**src/rtl/instr_encoder_loader.sv**
```systemverilog
// instr_encoder_loader: encodes symbolic RV32I instructions (lw, sw, sub, xor,
// srl, addi, beq) and writes them into instruction memory from address 0 upward.
// Optional macro CHECK_IMM_EN: reject out-of-range immediates and odd beq offsets.
module instr_encoder_loader #(
  parameter int unsigned ADDR_W = 5
) (
  input  logic              clock,
  input  logic              reset,
  input  logic              in_valid,
  output logic              in_ready,
  input  logic [2:0]        in_op,
  input  logic [4:0]        in_rd,
  input  logic [4:0]        in_rs1,
  input  logic [4:0]        in_rs2,
  input  logic [12:0]       in_imm,
  input  logic              in_last,
  input  logic              restart,
  output logic              mem_we,
  output logic [ADDR_W-1:0] mem_addr,
  output logic [31:0]       mem_wdata,
  output logic              done,
  output logic              error,
  output logic [ADDR_W:0]   count
);

  typedef enum logic [1:0] {StIdle, StWrite, StDone} state_e;

  state_e              state_q, state_d;
  logic [ADDR_W-1:0]   addr_q, addr_d;
  logic [ADDR_W:0]     count_q, count_d;
  logic [31:0]         word_q, word_d;
  logic                last_q, last_d;
  logic                error_q, error_d;

  logic [31:0]         enc_word;
  logic                enc_ok;

  // Encode the presented fields and decide whether the instruction is acceptable.
  always_comb begin
    enc_word = '0;
    enc_ok   = 1'b1;
    case (in_op)
      3'd0:    enc_word = {in_imm[11:0], in_rs1, 3'b010, in_rd, 7'b0000011};
      3'd1:    enc_word = {in_imm[11:5], in_rs2, in_rs1, 3'b010, in_imm[4:0], 7'b0100011};
      3'd2:    enc_word = {7'b0100000, in_rs2, in_rs1, 3'b000, in_rd, 7'b0110011};
      3'd3:    enc_word = {7'b0000000, in_rs2, in_rs1, 3'b100, in_rd, 7'b0110011};
      3'd4:    enc_word = {7'b0000000, in_rs2, in_rs1, 3'b101, in_rd, 7'b0110011};
      3'd5:    enc_word = {in_imm[11:0], in_rs1, 3'b000, in_rd, 7'b0010011};
      3'd6:    enc_word = {in_imm[12], in_imm[10:5], in_rs2, in_rs1, 3'b000,
                           in_imm[4:1], in_imm[11], 7'b1100011};
      default: enc_ok = 1'b0;
    endcase
`ifdef CHECK_IMM_EN
    // 12-bit immediates must be sign-extendable; branch offsets must be even.
    if ((in_op == 3'd0 || in_op == 3'd1 || in_op == 3'd5) && (in_imm[12] != in_imm[11])) begin
      enc_ok = 1'b0;
    end
    if (in_op == 3'd6 && in_imm[0]) begin
      enc_ok = 1'b0;
    end
`endif
  end

`ifndef CHECK_IMM_EN
  // Branch offset bit 0 is dropped when immediates are not checked.
  logic unused_imm0;
  assign unused_imm0 = in_imm[0];
`endif

  // Next-state logic for the load sequence.
  always_comb begin
    state_d = state_q;
    addr_d  = addr_q;
    count_d = count_q;
    word_d  = word_q;
    last_d  = last_q;
    error_d = error_q;
    case (state_q)
      StIdle: begin
        if (in_valid) begin
          if (enc_ok) begin
            word_d  = enc_word;
            last_d  = in_last;
            state_d = StWrite;
          end else begin
            error_d = 1'b1;
          end
        end
      end
      StWrite: begin
        addr_d  = addr_q + ADDR_W'(1);
        count_d = count_q + (ADDR_W+1)'(1);
        // Writing the top word means memory is full.
        state_d = (last_q || (&addr_q)) ? StDone : StIdle;
      end
      StDone: begin
        if (restart) begin
          state_d = StIdle;
          addr_d  = '0;
          count_d = '0;
          error_d = 1'b0;
        end
      end
      default: state_d = StIdle;
    endcase
  end

  // State registers with synchronous reset.
  always_ff @(posedge clock) begin
    if (reset) begin
      state_q <= StIdle;
      addr_q  <= '0;
      count_q <= '0;
      word_q  <= '0;
      last_q  <= 1'b0;
      error_q <= 1'b0;
    end else begin
      state_q <= state_d;
      addr_q  <= addr_d;
      count_q <= count_d;
      word_q  <= word_d;
      last_q  <= last_d;
      error_q <= error_d;
    end
  end

  // in_ready is masked during reset so it is low even before the state settles.
  assign in_ready  = (state_q == StIdle) && !reset;
  assign mem_we    = (state_q == StWrite);
  assign done      = (state_q == StDone);
  assign mem_addr  = addr_q;
  assign mem_wdata = word_q;
  assign count     = count_q;
  assign error     = error_q;

endmodule

```
**config.mk**
```make
export PLATFORM = sky130hd
export DESIGN_NAME = instr_encoder_loader
export DESIGN_NICKNAME = d
export VERILOG_FILES = /design/src/rtl/instr_encoder_loader.sv
export SDC_FILE = /design/constraint.sdc
export NUM_CORES = 1
export LEC_CHECK = 0
export CAP_MARGIN = 20
export CORE_MARGIN = 3
export CORE_UTILIZATION = 35
export DETAILED_ROUTE_END_ITERATION = 8
export PLACE_DENSITY = 0.79
export SLEW_MARGIN = 20
export SYNTH_ARGS = -nofsm -noshare
export SYNTH_HDL_FRONTEND = slang
export SYNTH_SLANG_ARGS = --single-unit
```
**constraint.sdc**
```tcl
create_clock -name clock -period 1.45 [get_ports clock]
set_input_delay 0.2175 -clock clock [delete_from_list [all_inputs] [get_ports clock]]
set_output_delay 0.2175 -clock clock [all_outputs]
set_load 0.05 [all_outputs]
```
Word-level counts from Yosys, hierarchy flattened:

Index checks and enable logic that the tools add are counted.

* reductions and logical operators: 13
* divide/modulo/power cells: 0
* $lt $le $gt $ge: 0
* bitwise logic cells: 0
* multiply operators: 0
* multiplexer cells: 15
* equality and inequality tests: 12
* shifts and indexed selects: 0
* add/subtract/negate cells: 2

Operators with widths (count)
* one-hot mux 32 bit (7 select lines): 1
* one-hot mux 6 bit (2 select lines): 1
* one-hot mux 5 bit (2 select lines): 1
* equality test 3 bit, second input constant: 3
* 2-to-1 mux 2 bit: 4
* != test 2 bit, second input constant: 4
* OR reduction 7 bit: 1
* adder 6 x 1 -> 6 bit, second input constant: 1
* equality test 3 x 2 -> 1 bit, second input constant: 2
* 2-to-1 mux 6 bit: 1
* one-hot mux 2 bit (3 select lines): 1
* AND reduction 3 bit: 2
* adder 5 x 1 -> 5 bit, second input constant: 1
* 2-to-1 mux 5 bit: 1
* AND reduction 5 bit: 1
* 2-to-1 mux 1 bit: 4
* AND reduction 4 bit: 1
* nonzero test 2 bit: 2
* equality test 3 x 1 -> 1 bit, second input constant: 1
* logical NOT 3 bit: 1
* equality test 2 x 1 -> 1 bit, second input constant: 1
* equality test 2 bit, second input constant: 1
* logical NOT 2 bit: 1
* one-hot mux 1 bit (2 select lines): 1
* 4 further kinds: 4

* bits in read-only memories: 0
* bits in writable memories: 0
* output and inout port bits: 47
* memories: 0
* input port bits: 36
* register bits: 47
* word-level logic and storage cells: 48
* bits in latches: 0

Logic depth before layout (Yosys ltp):

Gate-level depths: netlist of run 1.

* word-level depth: 6
* mapped depth: 7
* depth with buffers taken out: 5

Least setup slack after synthesis of run 1:

Ideal clock, no wire load.

* path kind: input to output
* start point: input port reset
* end point: output port in_ready
* setup slack: -0.438 ns
* required time: 1.233 ns
* path buffers: 2
* data arrival time: 1.671 ns
* stages: 3
* cells stage by stage: clkbuf_1 > clkbuf_1 > nor3_1

* cells in the longest elaborated chain, start to end: 2

RTL lines
* start: declaration: line 8 `input logic reset,`
* logical NOT 1 bit: line 128 `assign in_ready = (state_q == StIdle) && !reset;`
* logical AND 1 bit: line 128
* end: declaration: line 10 `output logic in_ready,`

Every way passes these cells.

Worst setup path after layout of run 1:

* start point: register state_q[0]
* end point: register word_q[15] (netlist: mem_wdata[15])

* cells in the longest elaborated chain, start to end: 2

RTL lines
* start: declaration: line 28 `state_e state_q, state_d;`
* start signal: assignment: line 111 `state_q <= StIdle;`
* start signal: assignment: line 118 `state_q <= state_d;`
* logical NOT 2 bit: line 78 `case (state_q)`
* AND reduction 3 bit (no source line)
* end signal: assignment: line 121 `word_q <= word_d;`
* end: declaration: line 31 `logic [31:0] word_q, word_d;`

Every way passes these cells.
A chain may end at the register's enable or synchronous reset.

==> impl_results.md, run 1 <==
- Initial antenna violation count: 0
- Placed Area: 3370 sq um
- Leading area contributor after synthesis: dfxtp_1
- Via Count: 2186
- Commonest cells after routing, fill and taps aside: buf_4, dfxtp_1, buf_12, clkdlybuf4s50_1, nor2_1
- Mapped Cells: 239
- CTS tree: yes
- Number of buffers created by CTS: 5
- Final core occ: 67.8%
- CTS sink cnt: 44
- WS Path Type: reg -> reg
- Clock root cell: clkbuf_8
- Largest net degree at the start of global routing: 36
- Core area: 5610 sq um
- Die X: ~83 um
- Top cell type's share of synthesized area: 42.8%
- Pins over their slew limit: 0
- Clock transition at path regs: 90 ps
- Status: complete, but fails checks
- YS warnings: 0
- Initial Util: 36.7%
- GRT Overall Usage: 20.3%
- Num ports: 83
- Detail Placement HPWL: 4590 um
- Layout fillers: 428
- Grt ovf: 0
- Max frequency: 662 MHz
- Synth top area cells: dfxtp_1, a21oi_1, nor2_1
- Setup Skew: a little over 10 ps
- VDD IR max: around 470 uV
- Die area: just under 7000 sq um
- Post-route setup TNS: -495 ps
- Non-Filler Instances: 416
- Final Hold Violating Endpoints: 0
- FP Rows: 27
- Worst hold margin: 263 ps
- Worst Slack Setup Final: -60.4 ps
- Worst R2R Setup Slack: -60 ps
- Place WS: -503 ps
- Top FF cell, synth: dfxtp_1
- Inst Count DP: 401
- EDFF count, synth: 0
- Sequential area share after synthesis: between 40 and 50%
- Cts hold-fix bufs: 0
- Initial DRT Pass Iterations: 4
- Failing checks: setup timing
- Share of layout cells above drive strength 1: a little under half
- Final net count: 382
- Synth Cell Area: 2060 sq um
- Routed WL: roughly 7100 um
- Die Y-Extent: a little over 80 um
- Overall Power: 3.36 mW
- Yosys cell types: 43
- Storage cell area: around 890 sq um
- DR WL/cell: 17.2 um
- Htree depth: 2
- Final setup vio count: 15
- Tcrit/Tclk final: 104%
- Fin area: around 3800 sq um
- Clock latency at the later pin of the worst-skew pair: 300 ps
- CP required: 1680 ps
- RSZ-0062 raised after global routing: yes
- Most common cell after layout, fill and taps aside: buf_4
- Max Root-Sink Buffers: 2
- Synthesis-to-layout area growth: 84.6%
- Critical path peak fanout: 5
- Placer Congestion: 0.751
- Max_cap viols: 0
- Fin crit period: 1510 ps
- Fraction of registers with async set/reset: 0%
- Min-delay worst type: in -> reg
- Leakage: 1.49 nW
- FF+latch count, synth: 44
- Power per cell area: between 800 and 900 nW/um^2
- Setup crit end kind: flip-flop
- Startpoint types: flip-flop
- Number of global-route vias before repair: around 2200
- Remaining routing DRC violations: 0
- Critical Path AT: 1740 ps
- Starting DRT DRC Count: 161
- Port bufs: 80
- Vias/cell: roughly 5.3
- Syn Area/Cell: 8.61 sq um
- Ant diodes: 0
- Area occupied by multi-input gates: between 1000 and 1500 sq um
- First-pass GRT wire length: 10600 um
- Post-DRT Antenna Nets: 0
==> path summary, 6_finish.rpt <==
kind,start,end,cells after the start
min reg2reg,mem_wdata[17],mem_wdata[17],2
max,state_q[0],mem_wdata[15],6
min,reset,state_q[1],2
max reg2reg,state_q[0],mem_wdata[15],6
==> registers in the layout, indices dropped and copies added, names as in the netlist <==
name / flops
mem_wdata: 29
state_q: 2
error: 1
count: 6
last_q: 1
mem_addr: 5
==> layer usage <==
metal | global-route usage [%] | up-vias | part of all wire, %
met5 | 0 | - | 0
met3 | 4.66 | 12 | 6.3
li1 | - | 1055 | -
met1 | 23.8 | 1047 | 39
met4 | 6.86 | 0 | 1.6
met2 | 36.0 | 72 | 53
==> report_power, final <==
group | switching, mW | internal (mW) | total, mW | leakage, nW
logic | 0.643 | 0.542 | 1.19 | 1.08
registers | 0.0845 | 1.28 | 1.37 | 0.365
clock network | 0.414 | 0.389 | 0.803 | 0.0455
==> layout make-up <==
| type | count | area share [%] |
|---|---|---|
| Sequential cell | 44 | 23.5 |
| Tap cell | 72 | 2.37 |
| Clock buffer | 8 | 2.37 |
| Timing Repair Buffer | 115 | 37.2 |
| Multi-Input combinational cell | 174 | 34.3 |
| Inverter | 3 | 0.296 |
==> synthesized netlist by cell type (4+ instances only) <==
| master | n |
|---|---|
| nand3_1 | 10 |
| nand2_1 | 27 |
| nor2_1 | 34 |
| nand2b_1 | 4 |
| o21ai_0 | 5 |
| clkbuf_1 | 7 |
| a211oi_1 | 4 |
| a2111oi_0 | 4 |
| a21oi_1 | 26 |
| buf_2 | 7 |
| a221oi_2 | 6 |
| dfxtp_1 | 44 |
| nor3_1 | 7 |
| nor3_2 | 9 |
==> cell families after synthesis <==
| kind of cell | after synthesis | share of synthesized area (%) |
|---|---|---|
| other cells | 1 | 0.182 |
| compound gates | 63 | 22.9 |
| xor+xnor | 4 | 1.70 |
| simple gates | 100 | 23.8 |
| mux | 1 | 0.547 |
| fa+ha+maj | 3 | 1.82 |
| flops | 44 | 42.8 |
| buf+inv | 23 | 6.26 |
==> critical path, stage by stage (launching register included) <==
cell	delay [ps]
dfxtp_2	330
or3b_4	430
a21oi_4	190
buf_6	160
buf_16	130
nand2_4	50
a21oi_2	150
==> timing repair <==
item | in CTS | in global routing
gates cloned | 2 | 1
hold endpoints to repair | 0 | 0
resized for setup | 24 | 48
endpoints found under the setup margin | 30 | 36
buffers inserted | 6 | 0
pin swaps | 13 | 23
Power figures use the tool's default switching activity.
==> run 2: changes to the inputs <==
SKIP_CTS_REPAIR_TIMING = 1   (was unset)
==> run 2 against run 1 <==
Compared with the run above: the flow still finishes with violations (setup timing); cell count increased by 0.96%; clock-buffer cell count stayed put; global-route usage decreased by 1.8 points; flip-flop and latch count did not move; sequential share of layout area grew 0.20 points; critical path depth decreased by 1; register-to-register slack is essentially flat; core utilization is 0.58 points lower; clock power down 2%; critical endpoint is now mem_wdata[31].
==> impl_results.md, run 2 (same netlist as run 1, synthesis figures left out) <==
- FP Rows: 27
- RSZ-0062 raised after global routing: yes
- CTS tree: yes
- Setup crit end kind: flip-flop
- Critical Path AT: 1700 ps
- Max_cap viols: 0
- Place WS: -503 ps
- Num ports: 83
- DR WL/cell: 16.3 um
- Initial DRT Pass Iterations: 5
- Initial Util: between 30% and 40%
- Initial antenna violation count: 0
- Grt met3 use: 4.88%
- Max Root-Sink Buffers: 2
- Inst Count DP: 401
- Clock root cell: clkbuf_8
- Met1 Use GR: 22.4%
- Failing checks: setup timing
- Share of layout cells above drive strength 1: between 40 and 50%
- Die area: a little under 7000 sq um
- Worst R2R Setup Slack: -50 ps
- Commonest cells after routing, fill and taps aside: buf_4, dfxtp_1, buf_12, clkdlybuf4s50_1, nor2_1
- Ant diodes: 0
- Power per cell area: 876 nW/um^2
- Die X: roughly 83 um
- CP required: 1650 ps
- Synthesis-to-layout area growth: 83.0%
- Status: complete, but fails checks
- Clock transition at path regs: 80 ps
- Hold_sp: reset
- Detail Placement HPWL: 4590 um
- Non-Filler Instances: 420
- Starting DRT DRC Count: roughly 120
- Number of buffers created by CTS: 5
- Final Hold Violating Endpoints: 0
- Startpoint types: flip-flop
- Pins over their slew limit: 0
- Clock latency at the later pin of the worst-skew pair: 290 ps
- Met2 Use GR: 32.1%
- Number of global-route vias before repair: 2037
- Final setup vio count: 15
- Core area: 5610 sq um
- Vias/cell: 5.24
- Critical path peak fanout: 6
- CTS sink cnt: between 40 and 50
- Min-delay worst type: in -> reg
- WS Path Type: reg -> reg
- Routed WL: approximately 7000 um
- Max frequency: approximately 670 MHz
- VDD IR max: ~500 uV
- GR peak layer: met2
- Htree depth: 2
- Leakage: 1.51 nW
- Hold EP: state_q[1]
- Setup Skew: 3.93 ps
- Remaining routing DRC violations: 0
- Post-DRT Antenna Nets: 0
- Worst Slack Setup Final: -50.3 ps
- Placer Congestion: 0.751
- FF-to-FF End: mem_wdata[31]
- Grt ovf: 0
- R2R depth: 5
- Via Count: 2202
- Most common cell after layout, fill and taps aside: buf_4
- Port bufs: 80
- Tcrit/Tclk final: 103%
- Die Y-Extent: 82.7 um
- WHS Path Cells: 2
- Max reg flops: 29
- Fin crit period: ~1500 ps
- RR Startpoint: state_q[1]
- Layout fillers: around 430
- Largest net degree at the start of global routing: 36
- GRT Overall Usage: 18.5%
- Final net count: 386
- First-pass GRT wire length: just under 10000 um
-- run 2: changes by cell type in the layout (fill, tap and decap cells not counted), sizes merged --
cell	delta
buf	+3
dlygate4sd2	-2
dlymetal6s2s	+2
clkbuf	+1
-- run 2: per-layer routing --
| layer | vias up | part of all wire (%) |
|---|---|---|
| met3 | 10 | 6.9 |
| li1 | 1066 | - |
| met1 | 1047 | 40 |
| met5 | - | 0 |
| met2 | 79 | 52 |
| met4 | 0 | 1.2 |
-- run 2: how the worst max path moves through the flow --
stage / cells past startpoint / endpoint / start / slack [ps]
after detailed placement: 5 / mem_wdata[9] / in_valid / -500
after CTS: 5 / mem_wdata[7] / in_valid / -190
after global placement: 5 / mem_wdata[9] / in_valid / -460
final: 5 / mem_wdata[31] / state_q[1] / -50
after floorplan: 6 / mem_wdata[11] / state_q[0] / -70
after global routing: 5 / mem_wdata[31] / state_q[1] / -140
-- run 2: stage by stage --
stage          area, sq um  util, %  hold slack, ps  power [mW]  setup TNS [ps]
6_report              3770     67.2             289        3.30            -329
5_1_grt               3770     67.2             318        3.42           -1520
4_1_cts               3460     61.6             270        3.19           -3560
3_5_place_dp          3370     60.0             452        2.41          -12770
3_3_place_gp          3370     60.0             445        2.39          -11640
2_1_floorplan         2090        -             353        1.92            -498
-- run 2: cell type report --
class	count	area [sq um]	share of cell area, %
clock buffers	8	90.1	2.39
flip-flops and latches	44	892	23.7
well taps	72	90.1	2.39
repair buffers	119	1460	38.8
multi-input cells	174	1220	32.4
inverters	3	13.8	0.365
-- run 2: critical path: stages, from the launching register on --
cell      delay (ps)
dfxtp_2          330
or3b_4           440
a21oi_4          170
buf_12           150
nor2_1            50
a311oi_1         260
-- run 2: power by group --
part	internal (mW)	switching, mW	leakage, nW	total [mW]
Combinational	0.534	0.613	1.10	1.15
Sequential	1.28	0.0809	0.365	1.36
Clock	0.389	0.398	0.0455	0.787
Total	2.21	1.09	1.51	3.30
